`src/rtl/mmio_uart_tx.sv`:
```
// mmio_uart_tx: dmem-port UART transmitter, stores to TX_ADDR queue bytes sent 8N1 on tx
module mmio_uart_tx #(
  parameter logic [11:0] TX_ADDR    = 12'hFF0,
  parameter logic [11:0] STAT_ADDR  = 12'hFF1,
  parameter int unsigned BAUD_DIV   = 16,
  parameter int unsigned FIFO_DEPTH = 4
) (
  input  logic        clock,
  input  logic        reset,
  input  logic [11:0] address_dmem,
  input  logic [31:0] data,
  input  logic        wren,
  input  logic [31:0] q_dmem,
  output logic        wren_mem,
  output logic [31:0] q_proc,
  output logic        tx,
  output logic        tx_busy,
  output logic        fifo_full,
  output logic        overflow
);
  localparam int PW = $clog2(FIFO_DEPTH);
  localparam int CW = PW + 1;
  localparam logic [15:0] BAUD_LAST = 16'(BAUD_DIV - 1);
  localparam logic [CW-1:0] DEPTH = CW'(FIFO_DEPTH);
  typedef enum logic [1:0] {IDLE, START, DATA, STOP} state_t;
  state_t state_q, state_d;
  logic [15:0] baud_q, baud_d;
  logic [2:0] bit_q, bit_d;
  logic [7:0] shift_q, shift_d;
  logic tx_q, tx_d;
  logic [PW-1:0] rd_q, rd_d, wr_q, wr_d;
  logic [CW-1:0] cnt_q, cnt_d;
  logic full_q, ovf_q, ovf_d;
  logic [7:0] mem_q [FIFO_DEPTH];
  logic sel_tx, sel_stat, push_req, push, pop, empty, baud_end;
  logic unused_data;
  assign unused_data = ^data[31:8];
  assign sel_tx    = address_dmem == TX_ADDR;
  assign sel_stat  = address_dmem == STAT_ADDR;
  assign push_req  = wren && sel_tx;
  assign empty     = cnt_q == '0;
  assign baud_end  = baud_q == BAUD_LAST;
  // a full FIFO still accepts a byte when the transmitter frees a slot this cycle
  assign push      = push_req && (cnt_q != DEPTH || pop);
  assign wren_mem  = wren && !sel_tx && !sel_stat;
  assign q_proc    = sel_stat ? {28'd0, empty, ovf_q, full_q, tx_busy} : q_dmem;
  assign tx        = tx_q;
  assign tx_busy   = state_q != IDLE;
  assign fifo_full = full_q;
  assign overflow  = ovf_q;
  always_comb begin
    state_d = state_q;
    baud_d  = baud_end ? '0 : baud_q + 16'd1;
    bit_d   = bit_q;
    shift_d = shift_q;
    pop     = 1'b0;
    case (state_q)
      IDLE: begin
        baud_d = '0;
        if (!empty) begin
          pop     = 1'b1;
          state_d = START;
          shift_d = mem_q[rd_q];
        end
      end
      START: if (baud_end) begin
        state_d = DATA;
        bit_d   = '0;
      end
      DATA: if (baud_end) begin
        shift_d = shift_q >> 1;
        bit_d   = bit_q + 3'd1;
        state_d = bit_q == 3'd7 ? STOP : DATA;
      end
      default: if (baud_end) begin
        state_d = empty ? IDLE : START;
        pop     = !empty;
        shift_d = empty ? shift_q : mem_q[rd_q];
      end
    endcase
    tx_d = state_d == START ? 1'b0 : state_d == DATA ? shift_d[0] : 1'b1;
  end
  always_comb begin
    wr_d  = push ? wr_q + PW'(1) : wr_q;
    rd_d  = pop ? rd_q + PW'(1) : rd_q;
    cnt_d = cnt_q + CW'(push) - CW'(pop);
    ovf_d = (push_req && !push) ? 1'b1 : (wren && sel_stat) ? 1'b0 : ovf_q;
  end
  always_ff @(posedge clock or posedge reset) begin
    if (reset) begin
      state_q <= IDLE;
      baud_q  <= '0;
      bit_q   <= '0;
      shift_q <= '0;
      tx_q    <= 1'b1;
      rd_q    <= '0;
      wr_q    <= '0;
      cnt_q   <= '0;
      full_q  <= 1'b0;
      ovf_q   <= 1'b0;
    end else begin
      state_q <= state_d;
      baud_q  <= baud_d;
      bit_q   <= bit_d;
      shift_q <= shift_d;
      tx_q    <= tx_d;
      rd_q    <= rd_d;
      wr_q    <= wr_d;
      cnt_q   <= cnt_d;
      full_q  <= cnt_d == DEPTH;
      ovf_q   <= ovf_d;
    end
  end
  always_ff @(posedge clock) begin
    if (push) mem_q[wr_q] <= data[7:0];
  end
endmodule
```
`config.mk`:
```
export PLATFORM = sky130hd
export DESIGN_NAME = mmio_uart_tx
export DESIGN_NICKNAME = d
export VERILOG_FILES = /design/src/rtl/mmio_uart_tx.sv
export SDC_FILE = /design/constraint.sdc
export NUM_CORES = 1
export LEC_CHECK = 0
export ABC_AREA = 1
export CORE_AREA = 2 2 92 94
export CTS_BUF_LIST = sky130_fd_sc_hd__clkbuf_4 sky130_fd_sc_hd__clkbuf_8 sky130_fd_sc_hd__clkbuf_16
export DETAILED_ROUTE_END_ITERATION = 7
export DIE_AREA = 0 0 94 96
export PLACE_DENSITY = 0.79
export SLEW_MARGIN = 20
export SYNTH_ARGS = -nofsm -noshare
export SYNTH_HDL_FRONTEND = slang
export SYNTH_SLANG_ARGS = --single-unit
```
`constraint.sdc`:
```
create_clock -name clock -period 3.3 [get_ports clock]
set_input_delay 0.495 -clock clock [delete_from_list [all_inputs] [get_ports clock]]
set_output_delay 0.495 -clock clock [all_outputs]
set_load 0.03 [all_outputs]
```
======== After elaboration in Yosys (flattened, before gate mapping) ========
Memories as Yosys holds them, arrays and structs flattened.
Cells that the tools add are included.
storage, ports and cells
  latch bits .............................. 0
  register bits ........................... 39
  memory bits (writable) .................. 32
  word-level logic and storage cells ...... 77
  memories kept ........................... 1
  input bits .............................. 79
  memory bits (read-only) ................. 0
memory list
  name   words  width  rd ports  clocked after memory_dff  wr ports  line  RTL
  mem_q  4      8      1         0                         1         34    logic [7:0] mem_q [FIFO_DEPTH];
cells by class
  reductions and logical operators ........ 20
  $lt $le $gt $ge ......................... 0
  muxes and demuxes ....................... 26
  bitwise gates (word level) .............. 1
  equal/unequal tests ..................... 12
  shift operators ......................... 0
  divide/modulo/power cells ............... 0
  $add $sub $neg .......................... 6
  multipliers ............................. 0
operators with widths
  cell                                                  count
  2-to-1 mux 16 bit                                     2
  2-to-1 mux 32 bit                                     1
  equality test 12 bit, second input constant           2
  2-to-1 mux 8 bit                                      3
  one-hot mux 8 bit (3 select lines)                    1
  adder 16 x 1 -> 16 bit, second input constant         1
  equality test 16 x 4 -> 1 bit, second input constant  1
  2-to-1 mux 1 bit                                      10
  2-to-1 mux 2 bit                                      4
  nonzero test 2 bit                                    4
  equality test 3 bit, second input constant            2
  logical AND 1 bit                                     6
  2-to-1 mux 3 bit                                      2
  one-hot mux 2 bit (3 select lines)                    1
  one-hot mux 3 bit (2 select lines)                    1
  AND reduction 3 bit                                   2
  adder 2 x 1 -> 2 bit, second input constant           2
  equality test 2 x 1 -> 1 bit, second input constant   2
  equality test 2 bit, second input constant            2
  zero test 1 bit                                       4
  inequality test 2 bit, second input constant          2
  adder 3 x 1 -> 3 bit                                  1
  adder 3 x 1 -> 3 bit, second input constant           1
  zero test 3 bit                                       1
  other kinds (7)                                       7

======== Logic depth before layout (Yosys ltp) ========
  depth after elaboration ................. 9
  mapped depth ............................ 18

======== Least setup slack after synthesis ========
No wires, ideal clock.
  kind .................................... register to register
  start ................................... reg baud_q[0]
  end ..................................... reg full_q (netlist: fifo_full)
  stages on the path, launching flop included .. 18
  data arrival time ....................... 2.667 ns
  path slack .............................. 0.545 ns
  period minus slack after synthesis ...... 2.755 ns
  data required time ...................... 3.212 ns
  cells stage by stage .................... dfrtp_1 ha_1 nand3_2 nor2_4 nand2_4 nand2_4 nand2_4 nor2_4 inv_2 nand2_4 nand2_4 ha_1 inv_1 ha_1 fa_1 xnor2_1 xor2_1 nor3b_1
on the way
  longest elaborated chain between the ends .. 8
RTL lines
  element                               line  RTL
  start: declaration                    27    logic [15:0] baud_q, baud_d;
  start signal: assignment              103   baud_q <= baud_d;
  equality test 16 x 4 -> 1 bit *       42    assign baud_end = baud_q == BAUD_LAST;
  2-to-1 mux 1 bit *                    75    default: if (baud_end) begin
  one-hot mux 1 bit (2 select lines) *  57    case (state_q)
  logical OR 1 bit                      44    assign push = push_req && (cnt_q != DEPTH || pop);
  logical AND 1 bit                     44
  adder 3 x 1 -> 3 bit                  86    cnt_d = cnt_q + CW'(push) - CW'(pop);
  subtractor 3 x 1 -> 3 bit *           86
  named net cnt_d[2]                    32    logic [CW-1:0] cnt_q, cnt_d;
  equality test 3 bit *                 110   full_q <= cnt_d == DEPTH;
  end signal: assignment                99    full_q <= 1'b0;
  end signal: assignment                110
  end: declaration                      33    logic full_q, ovf_q, ovf_d;
Mark *: on every way through the listed nets, which the timed path passes. The rest lies on a longest branch.
A chain may end at the register's enable or synchronous reset.

======== Worst setup path in the final report ========
Same ends and word-level chain as after synthesis.

==> flow_summary.ini <==
[outcome]
status = completed

[detailed_routing]
ant_nets = 0
wl_microns = 8196
vias = 3133
drc_errors = 0
wl_per_cell_microns = 12.73
drt_iter0_markers = 154
firstDrtPassIters = 4
viasPerCell = 4.865

[grt]
gr-total-overflow = 0
grt_pass1_vias = 3162
gr-usage-all-layers_pct = 19.76
grt_max_degree = 31
grt_first_pass_wirelength_microns = 13860
antenna_found_initial = 0

[clock_tree]
clockBufferDepth = 2
clockRootBuffer = clkbuf_8
path_clk_slew_ns = 0.08
clk-insertion-delay-late_ns = 0.35
ctsHoldBuffers = 0
cts_made_buffers = 9
post-cts-setup-buffers = 0
htree_levels = 3
cts_tree = done
cts_resized = 0
clock_sinks = 71

[die]
die_area_sq_mm = 0.009024
initial_core_util_pct = 45.63
die_h_microns = 96
die_w_microns = 94
fp.coreArea_sq_mm = 0.008051
pin_count = 116
rows = 33

[power_and_ir_drop]
power_density_mw_per_mm2 = 357.7
power_mw = 1.759
p_leak_nw = 2.208
irDropWorstVdd_uv = 404.9

[yosys]
yosys_warnings = 0
synth_top_area_share_pct = 26.16
synthDistinctLibCells = 36
netlist_top_cells_area = edfxtp_1 26%, dfrtp_1 26%, nor2_1 8.3%
syn_area_per_cell_sq_um = 8.504
synth-seq-cells = 71
yosysSeqAreaShare_pct = 52.76
syn_area_sq_mm = 0.003674
syn_nets = 521
synth.largest_area_cell = edfxtp_1
syn-instance-count = 432

[layout]
fin_nets = 623
insertedDiodeCount = 0
drive_gt1_share_pct = 8.349
fillers = 669
area_delta_synth_final_pct = 33.89
layout.cells.non_filler = 644
final_util_pct = 61.09
fin_area_sq_mm = 0.004918

[worst_setup_path]
critPathLaunchType = flip-flop
cp.required_ns = 3.55
endpoint_kind = flip-flop
crit_arrival_ns = 3.33
path_max_fanout = 6
r2r_setup_slack_ns = 0.23
critPathKind = reg2reg

[timing]
hold_ws_ns = 0.4695
tns_ns = 0
relSlewSlack_pct = 39.68
drv_slew = 0
fin_skew_ns = 0.007592
fin_crit_sh_pct = 93.14
setup_viol = 0
worst_slew_pin_slew_ns = 0.8992
grt_setup_unrepaired = no
fmax_ghz = 0.3253
hold_violations = 0
min_period_ns = 3.074
fin_ws_ns = 0.2264

[placed_design]
io_buffers = 91
dp_hpwl_microns = 6216
place.gp.congestion = 0.8806
dp_slack_ns = -0.1205
place_inst = 628
place_area_sq_mm = 0.004740

[job]
drv_cap = 0

[min_path]
worstHoldPathType = reg2reg
kinds of logic (layout without fill, tap and decap cells):
family,after synthesis,after routing,share of synthesized area [%]
AO/OA/AOI/OAI,43,43,6.437
XOR/XNOR,7,7,1.669
adder cells (fa/ha/maj),10,10,3.610
buffers and inverters,83,190,8.889
flip-flops,71,71,52.76
AND/OR/NAND/NOR,218,218,26.63
area by class of cell:
type                       instances  area (sq um)  area share, %
tap                              105         131.4          2.671
multi-input combinational        278          1409          28.64
inverter                          75         282.8          5.749
clock inverter                     7         55.05          1.119
clock buffer                       9         123.9          2.518
timing repair buffer              99         978.4          19.89
sequential                        71          1938          39.40
report_power, final:
group / internal, mW / switching [mW] / leakage [nW]
combinational: 0.105 / 0.0938 / 1.33
clock: 0.280 / 0.348 / 0.0866
sequential: 0.929 / 0.00386 / 0.791
worst max-delay path, stage by stage (launching register included):
cell	delay, ns
dfrtp_1	0.38
ha_1	0.20
nand3_2	0.12
nor2_4	0.20
nand2_4	0.10
nand2_4	0.09
nand2_4	0.07
nor2_4	0.14
inv_2	0.07
nand2_4	0.08
nand2_4	0.05
ha_1	0.28
inv_1	0.04
ha_1	0.18
fa_1	0.38
xnor2_1	0.19
xor2_1	0.18
nor3b_1	0.22
metal layers:
| metal | vias up | global-route usage (%) | part of all wire, % |
|---|---|---|---|
| met5 | - | 0 | 0 |
| li1 | 1586 | - | - |
| met1 | 1462 | 23.34 | 43 |
| met2 | 71 | 34.46 | 51 |
| met4 | 0 | 7.609 | 1.6 |
| met3 | 14 | 5.403 | 5.1 |
placed cells by master, fill, tap and decap left out, drive strengths merged, types with 7 or more instances in the layout:
cell type / instances
nand2: 80
o22ai: 7
o21ai: 23
nor2: 87
edfxtp: 32
buf: 10
ha: 9
clkdlybuf4s50: 89
clkbuf: 9
dfrtp: 38
a21oi: 9
inv: 75
nand3: 27
nor3: 11
cell usage after synthesis:
library cell,instances
xor2_1,6
fa_1,1
nor2_2,4
nor2_1,81
nand2_1,74
buf_2,5
o21ai_1,4
dfrtp_1,38
nand2_4,5
nor3b_1,2
a21oi_1,9
o21ai_0,19
nor4_1,2
nand4_1,6
buf_6,1
dfstp_2,1
nand3_1,26
o22ai_1,7
nand2_2,1
clkinv_1,1
inv_1,70
inv_2,3
nand3_2,1
xnor2_1,1
edfxtp_1,32
or2_1,1
nor2_4,2
a22oi_1,1
a22o_1,2
ha_1,9
clkbuf_1,2
nor3_1,11
nor4_2,1
clkinv_2,1
nand3b_1,1
o21a_1,1
sequential cells by signal (all words and copies together) (netlist names):
register / count
mem_q: 32
state_q: 2
cnt_q: 3
shift_q: 8
tx: 1
wr_q: 2
overflow: 1
baud_q: 16
rd_q: 2
bit_q: 3
fifo_full: 1
worst paths after layout:
kind / start / end / cells after the start
worst max-delay path: baud_q[0] / fifo_full / 17
worst min register to register: baud_q[0] / baud_q[0] / 1
worst min-delay path: baud_q[0] / baud_q[0] / 1
worst max register to register: baud_q[0] / fifo_full / 17
max in group asynchronous: reset / shift_q[6] / 3
min in group asynchronous: reset / baud_q[4] / 2
(Power assumes the default switching activity.)
